$ cat config.mk
export PLATFORM = sky130hd
export DESIGN_NAME = timer_counter
export DESIGN_NICKNAME = d
export VERILOG_FILES = /design/src/rtl/timer_pkg.sv /design/src/rtl/timer_prescaler.sv /design/src/rtl/timer_counter.sv
export SDC_FILE = /design/constraint.sdc
export NUM_CORES = 1
export LEC_CHECK = 0
export CAP_MARGIN = 10
export CORE_MARGIN = 2
export CORE_UTILIZATION = 55
export DETAILED_ROUTE_END_ITERATION = 16
export GPL_ROUTABILITY_DRIVEN = 0
export PLACE_DENSITY_LB_ADDON = 0.12
export SETUP_SLACK_MARGIN = 0.2
export SLEW_MARGIN = 0
export SYNTH_ARGS = -nofsm -noshare
export SYNTH_HDL_FRONTEND = slang
export SYNTH_SLANG_ARGS = --single-unit
$ cat constraint.sdc
create_clock -name pclk -period 7 [get_ports pclk]
set_clock_uncertainty 0.15 [all_clocks]
set_input_delay 1.4 -clock pclk [delete_from_list [all_inputs] [get_ports pclk]]
set_output_delay 1.4 -clock pclk [all_outputs]
set_load 0.005 [all_outputs]
$ cat src/rtl/timer_pkg.sv
`default_nettype none
`timescale 1ns/1ps
// +--------------------------------------------------------------------+
// | timer_pkg : shared types and default widths for the timer timebase |
// | Revision  : 1.0                                                    |
// +--------------------------------------------------------------------+
package timer_pkg;

  localparam int CNT_W_D = 8;
  localparam int PSC_W_D = 8;

  typedef enum logic [1:0] {
    DIR_UP   = 2'b00,
    DIR_DOWN = 2'b01,
    DIR_UPDN = 2'b10
  } dir_mode_e;

  typedef enum logic [1:0] {
    IDLE  = 2'b00,
    RUN   = 2'b01,
    PAUSE = 2'b10
  } cnt_state_e;

endpackage
`default_nettype wire

$ cat src/rtl/timer_prescaler.sv
`default_nettype none
`timescale 1ns/1ps
// +--------------------------------------------------------------------+
// | timer_prescaler : divides pclk by prescale+1 into counter strobes   |
// | Revision        : 1.0                                              |
// +--------------------------------------------------------------------+
module timer_prescaler
  import timer_pkg::*;
#(
  parameter int PSC_W = PSC_W_D
) (
  input  logic             pclk,
  input  logic             presetn,
  input  logic             i_enable,
  input  logic             i_clear,
  input  logic [PSC_W-1:0] i_prescale,
  output logic             o_fire,
  output logic             o_tick
);

  localparam logic [PSC_W-1:0] c_one = PSC_W'(1);

  logic [PSC_W-1:0] r_psc;
  logic             r_tick;
  logic             w_fire;

  // >= rather than == so a prescale lowered below the running count wraps at once
  assign w_fire = i_enable && !i_clear && (r_psc >= i_prescale);
  assign o_fire = w_fire;
  assign o_tick = r_tick;

  always_ff @(posedge pclk or negedge presetn) begin
    if (!presetn) begin
      r_psc  <= '0;
      r_tick <= 1'b0;
    end else begin
      r_tick <= w_fire;
      if (i_clear) begin
        r_psc <= '0;
      end else if (i_enable) begin
        r_psc <= w_fire ? '0 : (r_psc + c_one);
      end
    end
  end

endmodule
`default_nettype wire

$ cat src/rtl/timer_counter.sv
`default_nettype none
`timescale 1ns/1ps
// +--------------------------------------------------------------------+
// | timer_counter : prescaled up/down/up-down timebase with match flags |
// | Revision      : 1.0                                                |
// +--------------------------------------------------------------------+
module timer_counter
  import timer_pkg::*;
#(
  parameter int NUM_COMP = 3,
  parameter int CNT_W    = CNT_W_D,
  parameter int PSC_W    = PSC_W_D
) (
  input  logic                      pclk,
  input  logic                      presetn,
  input  logic                      i_en,
  input  logic                      i_start,
  input  logic                      i_stop,
  input  logic                      i_one_shot,
  input  logic [1:0]                i_dir_mode,
  input  logic [PSC_W-1:0]          i_prescale,
  input  logic [CNT_W-1:0]          i_period,
  input  logic [NUM_COMP*CNT_W-1:0] i_match_value,
  input  logic [NUM_COMP-1:0]       i_flag_clr,
  input  logic                      i_ovf_clr,
  output logic [CNT_W-1:0]          o_counter_value,
  output logic [NUM_COMP-1:0]       o_flag,
  output logic                      o_ovf_flag,
  output logic                      o_tick,
  output logic                      o_running
);

  localparam logic [CNT_W-1:0] c_one = CNT_W'(1);

  cnt_state_e          r_state;
  logic [CNT_W-1:0]    r_cnt;
  logic                r_dir_up;
  logic                r_ovf;
  logic                r_running;
  logic [NUM_COMP-1:0] r_match_prev;
  logic [NUM_COMP-1:0] r_flag;

  logic                w_mode_down;
  logic                w_mode_updn;
  logic                w_load;
  logic                w_count_en;
  logic                w_fire;
  logic                w_tick;
  logic [CNT_W-1:0]    w_load_val;
  logic [CNT_W-1:0]    w_cnt_nxt;
  logic                w_dir_up_nxt;
  logic                w_ovf_evt;
  logic [NUM_COMP-1:0] w_match_now;

  // Mode 2'b11 falls through to plain up counting
  assign w_mode_down = (i_dir_mode == DIR_DOWN);
  assign w_mode_updn = (i_dir_mode == DIR_UPDN);
  assign w_load_val  = w_mode_down ? i_period : '0;

  assign w_load     = i_start && !i_stop && ((r_state == IDLE) || (r_state == RUN));
  assign w_count_en = (r_state == RUN) && i_en && !i_start && !i_stop;

  timer_prescaler #(
    .PSC_W (PSC_W)
  ) u_prescaler (
    .pclk       (pclk),
    .presetn    (presetn),
    .i_enable   (w_count_en),
    .i_clear    (w_load),
    .i_prescale (i_prescale),
    .o_fire     (w_fire),
    .o_tick     (w_tick)
  );

  always_comb begin
    w_cnt_nxt    = r_cnt;
    w_dir_up_nxt = r_dir_up;
    w_ovf_evt    = 1'b0;
    if (w_fire) begin
      if (w_mode_down) begin
        if (r_cnt == '0) begin
          w_cnt_nxt = i_period;
          w_ovf_evt = 1'b1;
        end else begin
          w_cnt_nxt = r_cnt - c_one;
        end
      end else if (w_mode_updn) begin
        if (i_period == '0) begin
          w_cnt_nxt    = '0;
          w_dir_up_nxt = 1'b1;
          w_ovf_evt    = 1'b1;
        end else if (r_dir_up) begin
          // Turn around at the top without dwelling on period
          if (r_cnt >= i_period) begin
            w_cnt_nxt    = i_period - c_one;
            w_dir_up_nxt = 1'b0;
          end else begin
            w_cnt_nxt = r_cnt + c_one;
          end
        end else if (r_cnt == '0) begin
          w_cnt_nxt    = c_one;
          w_dir_up_nxt = 1'b1;
          w_ovf_evt    = 1'b1;
        end else begin
          w_cnt_nxt = r_cnt - c_one;
        end
      end else begin
        if (r_cnt >= i_period) begin
          w_cnt_nxt = '0;
          w_ovf_evt = 1'b1;
        end else begin
          w_cnt_nxt = r_cnt + c_one;
        end
      end
    end
  end

  always_ff @(posedge pclk or negedge presetn) begin
    if (!presetn) begin
      r_state   <= IDLE;
      r_cnt     <= '0;
      r_dir_up  <= 1'b1;
      r_ovf     <= 1'b0;
      r_running <= 1'b0;
    end else begin
      r_ovf <= w_ovf_evt | (r_ovf & ~i_ovf_clr);
      case (r_state)
        IDLE: begin
          if (w_load) begin
            r_state   <= RUN;
            r_running <= 1'b1;
            r_cnt     <= w_load_val;
            r_dir_up  <= 1'b1;
          end
        end
        RUN: begin
          if (i_stop) begin
            r_state   <= IDLE;
            r_running <= 1'b0;
          end else if (i_start) begin
            r_cnt    <= w_load_val;
            r_dir_up <= 1'b1;
          end else if (!i_en) begin
            r_state <= PAUSE;
          end else begin
            r_cnt    <= w_cnt_nxt;
            r_dir_up <= w_dir_up_nxt;
            if (w_ovf_evt && i_one_shot) begin
              r_state   <= IDLE;
              r_running <= 1'b0;
            end
          end
        end
        PAUSE: begin
          if (i_stop) begin
            r_state   <= IDLE;
            r_running <= 1'b0;
          end else if (i_en) begin
            r_state <= RUN;
          end
        end
        default: begin
          r_state   <= IDLE;
          r_running <= 1'b0;
        end
      endcase
    end
  end

  for (genvar g = 0; g < NUM_COMP; g++) begin : g_match
    assign w_match_now[g] = (r_state == RUN) && (r_cnt == i_match_value[g*CNT_W +: CNT_W]);
  end

  // History freezes in PAUSE so a counter parked on a match value flags only once
  always_ff @(posedge pclk or negedge presetn) begin
    if (!presetn) begin
      r_match_prev <= '0;
      r_flag       <= '0;
    end else begin
      if (r_state != PAUSE) begin
        r_match_prev <= w_match_now;
      end
      r_flag <= (w_match_now & ~r_match_prev) | (r_flag & ~i_flag_clr);
    end
  end

  assign o_counter_value = r_cnt;
  assign o_flag          = r_flag;
  assign o_ovf_flag      = r_ovf;
  assign o_tick          = w_tick;
  assign o_running       = r_running;

endmodule
`default_nettype wire

# Yosys cells after proc, flatten, opt, wreduce, memory -nomap -nowiden
# Cells that the tools add are included.
[word_totals]
input_bits = 52
output_inout_bits = 14
word_cells = 117
ff_bits = 28
[classes]
add_sub_neg = 4
reduce_logical = 24
order_cmp = 2
n_mux = 50
n_bitwise = 8
n_eq_ne = 20
[op_table]
columns = ["cell", "count"]
rows = [
  ["two-way mux 8 bit", 17],
  ["equality test 8 bit", 3],
  ["two-way mux 1 bit", 22],
  ["!= test 3 bit, second input constant", 6],
  ["adder 8 x 1 -> 8 bit, second input constant", 2],
  ["greater-or-equal comparator 8 bit", 2],
  ["zero test 8 bit", 2],
  ["one-hot mux 8 bit (2 select lines)", 1],
  ["subtractor 8 x 1 -> 8 bit, second input constant", 2],
  ["two-way mux 2 bit", 7],
  ["logical AND 1 bit", 11],
  ["AND reduction 5 bit", 2],
  ["AND reduction 7 bit", 1],
  ["bitwise AND 3 bit", 2],
  ["!= test 2 bit, second input constant", 3],
  ["!= test 3 x 2 -> 1 bit, second input constant", 2],
  ["NOT 3 bit", 2],
  ["one-hot mux 2 bit (3 select lines)", 1],
  ["equality test 2 x 1 -> 1 bit, second input constant", 2],
  ["equality test 2 bit, second input constant", 2],
  ["!= test 4 x 3 -> 1 bit, second input constant", 1],
  ["AND reduction 4 bit", 1],
  ["nonzero test 2 bit", 2],
  ["zero test 1 bit", 3],
  ["other kinds (9)", 9],
]

# Depth between registers and ports, before layout
# Gate-level depths: netlist of run 1.
[depth]
ltp_word = 13
mapped_depth = 10
mapped_depth_nobuf = 8

# Hierarchy
# Synthesis of run 1 repeated with hierarchy kept, for this count alone.
[unflattened]
hier_cells = 361
area_unflattened_um2 = 2890.3
[by_module_without_submodules]
columns = ["mod", "area_each_um2", "seq_area_each_um2", "cells_each", "n_inst"]
rows = [
  ["timer_counter", 2207.1, 476.7, 279, 1],
  ["timer_prescaler", 683.2, 225.2, 82, 1],
]

# Least setup slack after synthesis of run 1
# No wires, ideal clock.
[synth_path]
path_kind = "input -> register"
startpoint = "in i_prescale[0]"
endpoint = "reg r_cnt[5] (netlist: o_counter_value[5])"
setup_time_ps = 137
required_time_ps = 6713
path_buffers = 1
slack_ps = 3747
cell_stages = 8
arrival_ps = 2966
cell_sequence = "ha_1 -> nand2b_1 -> a211o_1 -> a211oi_1 -> o21ai_4 -> buf_6 -> nand3_1 -> o221ai_1"
[synth_via]
elab_chain_len = 4
[synth_lines]
columns = ["item", "line", "rtl"]
rows = [
  ["from (decl)", "timer_counter.sv:21", "input logic [PSC_W-1:0] i_prescale,"],
  ["greater-or-equal comparator 8 bit", "timer_prescaler.sv:28", "assign w_fire = i_enable && !i_clear && (r_psc >= i_prescale);"],
  ["logical AND 1 bit", "timer_prescaler.sv:28", ""],
  ["!= test 3 x 2 -> 1 bit (no source line)", "-", ""],
  ["AND reduction 5 bit (no source line)", "-", ""],
  ["to (signal assigned)", "timer_counter.sv:132", "r_cnt <= w_load_val;"],
  ["to (signal assigned)", "timer_counter.sv:141", "r_cnt <= w_load_val;"],
  ["to (signal assigned)", "timer_counter.sv:146", "r_cnt <= w_cnt_nxt;"],
  ["to (decl)", "timer_counter.sv:36", "logic [CNT_W-1:0] r_cnt;"],
]
# No other way between the ends.
# A chain may end at the register's enable or synchronous reset.

# Worst setup path in the final report of run 1
[layout_path]
startpoint = "in i_period[2]"
endpoint = "reg r_cnt[2] (netlist: o_counter_value[2])"
[layout_via]
elab_chain_len = 11
word_cells_on_any_way = 17
cone_classes = "add/sub (1); order compare (1); mux (14); reduce/logical (1)"
[layout_lines]
columns = ["item", "line", "rtl"]
rows = [
  ["from (decl)", "timer_counter.sv:22", "input logic [CNT_W-1:0] i_period,"],
  ["subtractor 8 x 1 -> 8 bit / greater-or-equal comparator 8 bit (equally long branches)", "timer_counter.sv:95, timer_counter.sv:94, timer_counter.sv:108", ""],
  ["two-way mux 8 bit", "timer_counter.sv:94", "if (r_cnt >= i_period) begin"],
  ["two-way mux 8 bit", "timer_counter.sv:92", "end else if (r_dir_up) begin"],
  ["two-way mux 8 bit", "timer_counter.sv:88", "if (i_period == '0) begin"],
  ["two-way mux 8 bit", "timer_counter.sv:87", "end else if (w_mode_updn) begin"],
  ["two-way mux 8 bit", "timer_counter.sv:80", "if (w_mode_down) begin"],
  ["two-way mux 8 bit", "timer_counter.sv:79", "if (w_fire) begin"],
  ["two-way mux 8 bit", "timer_counter.sv:143", "end else if (!i_en) begin"],
  ["two-way mux 8 bit", "timer_counter.sv:140", "end else if (i_start) begin"],
  ["two-way mux 8 bit", "timer_counter.sv:137", "if (i_stop) begin"],
  ["one-hot mux 8 bit (2 select lines) *", "timer_counter.sv:127", "case (r_state)"],
]
# Mark *: on every way between the ends. The rest lies on a longest branch, timed or not. The select of a mux whose other input is x is not followed.

==> reports/qor.txt, run 1 <==
Run status: complete, no violations
Antenna viol nets, final: 0
Die height: 76.68 um
Maximum number of pins on one net before global-route repair: 29
Overall die area: 5880 um2
Synthesized flop and latch total: 28
Post-synth EDFFs: 0
Area taken by flip-flops and latches: 701.9 um2
Critical setup path kind: in -> reg
Fraction of synthesized cell area taken by the top area cell type: 23.26%
Maximum buffer depth of the clock tree: 2
Slew @ Worst Pin: 795.0 ps
GRT Total Usage: 27.33%
Setup-failing EPs final: 0
Horizontal extent of the die: 76.68 um
Post-synthesis async set-or-reset flop share: 100.0%
Via density per instance: 6.077
Initial Util: 56.88%
Wire length of the first global-routing pass: 13.31 mm
Commonest register cell after synthesis: dfrtp_1
Hold buffer count at CTS: 0
Depth of the CTS H-tree: 1
Class of the worst hold path: reg -> reg
Maximum VDD drop: 0.07956 mV
RSZ-0062 raised after global routing: false
Leading post-synthesis cells by instance count: 33 x xnor2_1, 29 x inv_1, 27 x dfrtp_1, 25 x nor2_1
Portion of the post-synthesis area used by sequential elements: 24.16%
Root buf cell: clkbuf_8
CP Capture Type: flop
Aggregate global routing overflow: 0
Placed cell area: 3562 um2
Final period utilization: 54.99%
Number of global-route vias before repair: 2812
Number of remaining DRC errors: 0
Count of pins over their slew limit: 0
Latest clock arrival within the worst-skew pair: 270 ps
Final standard cell utilization of the core: 70.63%
Dominant cell by count in the synthesized netlist: xnor2_1
Slowest stage cell, crit path: a21oi_1
Setup TNS: 0 ps
Placement-stage worst setup slack: 2936 ps
Number of fill cells: 435
Footprint of the multi-input gates: 2006 um2
Number of buffers and inverters on the critical path: 2
Critical path cell sequence: clkdlybuf4s50_1 > inv_1 > ha_1 > a211oi_1 > o21ai_0 > a21oi_1 > nand4_1 > and3_1 > o22ai_1
# Max-Cap Violations: 0
Initial antenna violation count: 0
Max Clk Rate: 259.8 MHz
Total number of vias: 2923
Post-Layout Cell Count: 481
Area grow syn2layout: 24.16%
Starting DRC count in detailed routing: 157
Post-detailed-routing wire length: 7.958 mm
Relative max-transition margin: 47.00%
Final design area excluding fillers: 3607 um2
Number of buffers created by CTS: 3
Placed wire-length estimate: 6.023 mm
CP max stage delay: 620 ps
Clock tree from TritonCTS: built
Number of warning messages in the yosys log: 0
Static Leak: 1.492 nW
Post-Syn Nets: 430
Post-layout worst setup margin: 3151 ps
Number of placement rows: 26
Crit path required time: 7040 ps
Placed Cells: 477
CP top delay family: compound AO/OA/AOI/OAI gates
Count of buffers inserted at the top-level ports: 65
Resized cells post-CTS: 0
WL per Instance: 16.54 um
Io pins: 66
Power density of the placed cells: 150.0 nW/um2
Area contributors post-synth: dfrtp_1 23%, xnor2_1 9.9%, ha_1 9.5%, inv_1 3.7%, nor2_1 3.2%
Share of final-layout standard cells stronger than drive strength 1: 3.650%
Nets: 486
Final period demand of the worst path: 3849 ps
Unique masters post-synth: 59
Number of sinks handled by clock tree synthesis: 28
Data arrival, critical path: 3890 ps
Critical path fanouts, max: 8
Number of detailed-routing iterations run before antenna repair: 5
Core area: 5107 um2
Post-Synthesis Cell Area: 2905 um2
Antenna fix cells: 0
Instance count of the mapped netlist: 356
Count of buffers added by post-CTS timing repair for setup: 0
Count of endpoints failing hold in the final timing report: 0
Library cell with the largest summed area after synthesis: dfrtp_1
Nature of the critical path startpoint: input pin
Clock-pin slew of the registers on the worst-case setup and hold paths: 100 ps
Syn_area_per_cell: 8.161 um2
worst paths after layout:
path	from	end	slack, ps	depth (start not counted)
hold / removal	r_match_prev[0]$_DFFE_PN0P_	o_flag[0]$_DFF_PN0_	310	1
setup / recovery	i_period[2]	o_counter_value[2]$_DFFE_PN0P_	3150	9
max in group asynchronous	presetn	r_dir_up$_DFFE_PN1P_	5020	2
min in group asynchronous	presetn	u_prescaler.r_psc[4]$_DFFE_PN0P_	1370	2
setup reg to reg	o_counter_value[2]$_DFFE_PN0P_	o_counter_value[2]$_DFFE_PN0P_	3990	7
hold reg to reg	r_match_prev[0]$_DFFE_PN0P_	o_flag[0]$_DFF_PN0_	310	1
area by class of cell:
type / count / area share, %
clock buffer: 4 / 1.249
inverter: 29 / 3.018
multi-input combinational: 284 / 55.60
sequential: 28 / 19.46
tap: 70 / 2.428
timing repair buffer: 66 / 18.24
flip-flops by register name, indices dropped and copies added, names as in the netlist:
register	count
u_prescaler.r_psc	8
r_match_prev	3
u_prescaler.o_tick	1
o_counter_value	8
o_flag	3
o_ovf_flag	1
r_state	2
r_dir_up	1
o_running	1
logic make-up (layout without fill, tap and decap cells):
family / after synthesis / after routing / share of synthesized area [%]
DFF: 28 / 28 / 24.16
adders and majority gates: 22 / 22 / 9.474
muxes: 8 / 8 / 2.842
and+or+nand+nor: 121 / 121 / 22.95
AOI/OAI and AO/OA: 92 / 92 / 21.40
buffers and inverters: 44 / 99 / 6.804
xor gates and xnor gates: 41 / 41 / 12.36
metal layers:
metal	wire length (um)	GRT usage (%)
met5	0	0
met4	183	9.273
met3	588	3.176
met2	3855	46.23
met1	3330	36.21
worst register-to-register path, cell delays in order, from the launching register on:
cell and delay, ps:
dfrtp_1 870, ha_1 390, a211oi_1 190, o21ai_0 160, a21oi_1 620, nand4_1 170
and3_1 210, o22ai_1 170
cells in the final DEF (no fill, tap or decap), types with 2 or more instances in the layout:
master            n
nor4_1            5
mux2_2            2
or4_1             2
clkdlybuf4s50_1  65
o21ai_0          18
nand3_1          12
and4_1            2
or3_1             3
nand2b_1         10
nand4_1           9
a41oi_1           2
inv_1            29
nor2b_1           6
a211oi_1          6
o21a_1            2
nor3b_1           2
dfrtp_1          27
xnor2_1          33
nor3_1           10
and3_1            5
o221ai_1          2
a22o_1            3
ha_1             22
a21oi_1          18
xor2_1            8
a31oi_1           8
o22ai_1           9
a22oi_1           3
o211ai_1          4
clkbuf_8          3
nor2_1           25
nand2_1          22
mux2i_1           6
o32ai_1           2
a21o_1            2
report_power, final:
| part | internal (mW) | leakage (nW) | switching [mW] |
|---|---|---|---|
| Sequential | 0.170 | 0.371 | 0.0406 |
| Combinational | 0.119 | 1.10 | 0.120 |
| Clock | 0.0408 | 0.0228 | 0.0503 |
| Total | 0.330 | 1.49 | 0.211 |
through the flow:
stage          hold WS [ps]  total power, mW
2_1_floorplan         272.6           0.3604
3_5_place_dp          297.6           0.4473
5_1_grt               322.7           0.5768
6_report              307.5           0.5410
4_1_cts               311.2           0.5391
3_3_place_gp          284.4           0.4427
No activity file was read; power rests on OpenSTA's default activity.
==> inputs of run 2 (changes only) <==
Settings changed: CORE_UTILIZATION 55 to 47.
Clock period 7 ns to 3.3 ns, I/O delays scaled along.
==> reports/qor.txt, run 2 (same netlist as run 1, synthesis figures left out) <==
Initial Util: 48.78%
Flop2flop setup slack: 530 ps
Data arrival, critical path: 2980 ps
Commonest non-fill, non-tap cells in the layout: 65 x clkdlybuf4s50_1, 33 x xnor2_1, 29 x inv_1
Setup TNS: 0 ps
Number of global-route vias before repair: 2817
Number of sinks handled by clock tree synthesis: 28
Latest clock arrival within the worst-skew pair: 270 ps
Design Power: 1.261 mW
Setup-failing EPs final: 0
Critical path fanouts, max: 12
Share of final-layout standard cells stronger than drive strength 1: 8.605%
Nets: 505
Total number of vias: 2959
Max Clk Rate: 339.1 MHz
Critical setup path kind: in -> reg
Cell depth of the worst min-delay path: 1
Aggregate global routing overflow: 0
Run status: complete, no violations
Die height: 82.62 um
Number of placement rows: 28
Crit path required time: 3330 ps
Overall die area: 6826 um2
Power density of the placed cells: 332.9 nW/um2
Number of detailed-routing iterations run before antenna repair: 4
Via density per instance: 5.859
Cell count of the worst reg-to-reg path: 8
Wire length of the first global-routing pass: 13.25 mm
Root buf cell: clkbuf_8
# Max-Cap Violations: 0
Final standard cell utilization of the core: 63.59%
Antenna fix cells: 0
Leading cell type in the layout, fill and taps excluded: clkdlybuf4s50_1
WL per Instance: 16.28 um
Class of the worst hold path: reg -> reg
RSZ-0062 raised after global routing: false
GRT Total Usage: 25.12%
CP Capture Type: flop
Number of remaining DRC errors: 0
Core area: 5956 um2
Count of pins over their slew limit: 0
Horizontal extent of the die: 82.62 um
Io pins: 66
Area grow syn2layout: 30.36%
Slew @ Worst Pin: 597.6 ps
Maximum buffer depth of the clock tree: 2
Number of buffers created by CTS: 3
Starting DRC count in detailed routing: 159
Nature of the critical path startpoint: input pin
Count of buffers added by post-CTS timing repair for setup: 0
Placed wire-length estimate: 6.500 mm
Final period demand of the worst path: 2949 ps
Relative max-transition margin: 59.99%
Antenna viol nets, final: 0
Static Leak: 1.597 nW
Post-detailed-routing wire length: 8.223 mm
Depth of the CTS H-tree: 1
Count of buffers inserted at the top-level ports: 65
Clock-pin slew of the registers on the worst-case setup and hold paths: 100 ps
Count of endpoints failing hold in the final timing report: 0
Final period utilization: 89.36%
Maximum VDD drop: 0.1706 mV
Initial antenna violation count: 0
Worst hold margin: 306.9 ps
Maximum number of pins on one net before global-route repair: 29
Clock tree from TritonCTS: built
run 2: cell count changes in the layout (fill, tap and decap cells not counted), sizes merged:
cell    previous run  this run
bufinv             0         1
buf                1        20
clkbuf             4         3
run 2: timing repair:
action,in CTS,in global routing
hold buffers,0,0
setup endpoints to repair,0,8
resized for setup,0,3
run 2: layout make-up:
cell class	count	area [um2]
Multi-Input combinational cell	284	2011
Timing Repair Buffer	85	800.8
Sequential cell	28	701.9
Inverter	29	108.9
Clock buffer	3	41.29
Clock inverter	1	30.03
Fill cell	547	2168
Tap cell	75	93.84
run 2: critical path, stage by stage:
cell	delay, ps
clkdlybuf4s50_1	510
inv_1	110
ha_1	210
a211oi_1	210
o21ai_0	190
a21o_2	360
or3_1	400
o311a_1	130
o221ai_1	190
run 2: layer usage:
metal	global-route usage [%]	vias to the layer above	part of all wire (%)
met1	31.38	1390	42
met4	9.180	0	2.6
met3	2.935	18	6.4
li1	-	1442	-
met2	44.27	109	49
met5	0	-	0
run 2: where the power goes:
part	leakage, nW	internal, mW	switching [mW]
sequential	0.371	0.363	0.0365
clock	0.0357	0.162	0.112
combinational	1.19	0.279	0.309
total	1.60	0.803	0.457
run 2: through the flow:
| stage | cells | setup slack, ps | area [um2] |
|---|---|---|---|
| 6_report | 505 | 351.2 | 3787 |
| 3_3_place_gp | 501 | 96.55 | 3711 |
| 5_1_grt | 505 | 214.4 | 3787 |
| 4_1_cts | 505 | 299.7 | 3782 |
| 3_5_place_dp | 501 | 13.21 | 3711 |
| 2_1_floorplan | 356 | 787.0 | 2905 |
run 2: worst paths after layout:
path                                                      from                               end
worst max-delay path                               i_period[1]    o_counter_value[5]$_DFFE_PN0P_
worst max register to register  o_counter_value[1]$_DFFE_PN0P_             o_running$_DFFE_PN0P_
min in group asynchronous                              presetn  u_prescaler.r_psc[7]$_DFFE_PN0P_
worst min register to register     r_match_prev[1]$_DFFE_PN0P_               o_flag[1]$_DFF_PN0_
max in group asynchronous                              presetn              r_dir_up$_DFFE_PN1P_
worst min-delay path               r_match_prev[1]$_DFFE_PN0P_               o_flag[1]$_DFF_PN0_
==> inputs of run 3 (changes only) <==
Settings changed: CAP_MARGIN 10 to unset, CORE_MARGIN 2 to unset, SLEW_MARGIN 0 to 20.
==> reports/qor.txt, run 3 (same netlist as run 1, synthesis figures left out) <==
Run status: complete, no violations
Power density of the placed cells: 316.2 nW/um2
Initial Util: 48.78%
Horizontal extent of the die: 80.62 um
Critical path cell sequence: clkdlybuf4s50_1 > inv_1 > ha_1 > a21oi_1 > o21ai_0 > a21o_2 > mux2_2 > a21oi_1 > o22ai_1
Most Crowded Layer GR: met2
Depth of the CTS H-tree: 1
Root buf cell: clkbuf_8
CP top delay family: compound AO/OA/AOI/OAI gates
Area taken by flip-flops and latches: 701.9 um2
Setup TNS: 0 ps
Antenna viol nets, final: 0
Maximum buffer depth of the clock tree: 2
CP max stage delay: 540 ps
Placed wire-length estimate: 6.265 mm
Final design area excluding fillers: 3761 um2
Startpoint of the worst-slack reg-to-reg timing path: o_counter_value[1]$_DFFE_PN0P_
Share of final-layout standard cells stronger than drive strength 1: 8.372%
Number of buffers created by CTS: 3
WL per Instance: 16.25 um
GR met3 Demand/Resource: 2.159%
Number of fill cells: 553
Number of global-route vias before repair: 2815
Aggregate global routing overflow: 0
Latest clock arrival within the worst-skew pair: 280 ps
Footprint of the multi-input gates: 2011 um2
Number of remaining DRC errors: 0
Initial antenna violation count: 0
Io pins: 66
Number of placement rows: 28
Final period utilization: 88.10%
Relative max-transition margin: 58.19%
Clock tree from TritonCTS: built
Critical setup path kind: in -> reg
Worst reg2reg path endpoint: o_running$_DFFE_PN0P_
Setup-failing EPs final: 0
Nets: 505
Leading cell type in the layout, fill and taps excluded: clkdlybuf4s50_1
Starting DRC count in detailed routing: 194
Count of pins over their slew limit: 0
Flop2flop setup slack: 560 ps
Max Clk Rate: 344.0 MHz
CP endpoint: o_counter_value[2]$_DFFE_PN0P_
Most used cell, CP: a21oi_1
Via density per instance: 5.776
Antenna fix cells: 0
Count of endpoints failing hold in the final timing report: 0
Critical path fanouts, max: 12
Final period demand of the worst path: 2907 ps
Area grow syn2layout: 29.46%
Nature of the critical path startpoint: input pin
Maximum VDD drop: 0.1672 mV
Slew @ Worst Pin: 627.1 ps
GR met1 Demand/Resource: 36.41%
Static Leak: 1.585 nW
Count of buffers added by post-CTS timing repair for setup: 0
# Max-Cap Violations: 0
Die height: 80.62 um
Cell count of the worst reg-to-reg path: 8
Number of cells on the critical path: 9
Post-detailed-routing wire length: 8.207 mm
Design Power: 1.189 mW
Core area: 5956 um2
Number of detailed-routing iterations run before antenna repair: 4
Number of sinks handled by clock tree synthesis: 28
Wire length of the first global-routing pass: 13.54 mm
Maximum number of pins on one net before global-route repair: 29
Count of buffers inserted at the top-level ports: 65
Overall die area: 6500 um2
Met2 Track Usage GR: 44.41%
RSZ-0062 raised after global routing: false
Total number of vias: 2917
Commonest non-fill, non-tap cells in the layout: 65 x clkdlybuf4s50_1, 33 x xnor2_1, 29 x inv_1
Slowest stage cell, crit path: clkdlybuf4s50_1
Clock-pin slew of the registers on the worst-case setup and hold paths: 110 ps
Crit path required time: 3310 ps
Beginning of the critical path: i_period[5]
GRT Total Usage: 26.82%
Data arrival, critical path: 2920 ps
Resized cells post-CTS: 0
Hold buffer count at CTS: 0
Class of the worst hold path: reg -> reg
Number of buffers and inverters on the critical path: 2
Placed cell area: 3711 um2
CP Capture Type: flop
-- run 3: cell types whose count changed in the layout (fill, tap and decap cells not counted) --
cell / delta
bufinv_16: -1
clkbuf_1: +1
o21ai_0: +1
o21ai_1: -1
-- run 3: worst min path at each step --
stage	from	end	cells past startpoint
6_report	r_match_prev[1]$_DFFE_PN0P_	o_flag[1]$_DFF_PN0_	1
4_1_cts	r_match_prev[2]$_DFFE_PN0P_	o_flag[2]$_DFF_PN0_	1
3_5_place_dp	r_match_prev[2]$_DFFE_PN0P_	o_flag[2]$_DFF_PN0_	1
5_1_grt	r_match_prev[1]$_DFFE_PN0P_	o_flag[1]$_DFF_PN0_	1
2_1_floorplan	presetn	o_counter_value[0]$_DFFE_PN0P_	0
3_3_place_gp	r_match_prev[1]$_DFFE_PN0P_	o_flag[1]$_DFF_PN0_	1
-- run 3: where the power goes --
part	total, mW	internal [mW]	switching (mW)
Clock	0.200	0.0868	0.113
Combinational	0.591	0.278	0.313
Sequential	0.398	0.363	0.0358
-- run 3: routing by layer --
layer,part of all wire [%],vias up,wire (um)
met3,5.8,17,476
met2,48,114,3906
met1,44,1348,3601
met4,2.7,0,223
met5,0,-,0
li1,-,1438,-
-- run 3: metrics by stage --
step / worst slack (ps) / utilization, % / hold slack (ps) / instances
6_report: 392.7 / 63.15 / 305.2 / 505
5_1_grt: 215.2 / 63.15 / 329.6 / 505
4_1_cts: 359.6 / 63.07 / 306.7 / 505
3_5_place_dp: 61.79 / 62.31 / 291.6 / 501
3_3_place_gp: 130.1 / 62.31 / 281.4 / 501
2_1_floorplan: 787.0 / - / 214.4 / 356
-- run 3: layout make-up --
class / count / share of cell area, %
Multi-Input combinational cell: 284 / 53.46
Timing Repair Buffer: 85 / 21.29
Sequential cell: 28 / 18.66
Inverter: 29 / 2.894
Clock buffer: 4 / 1.198
Tap cell: 75 / 2.495
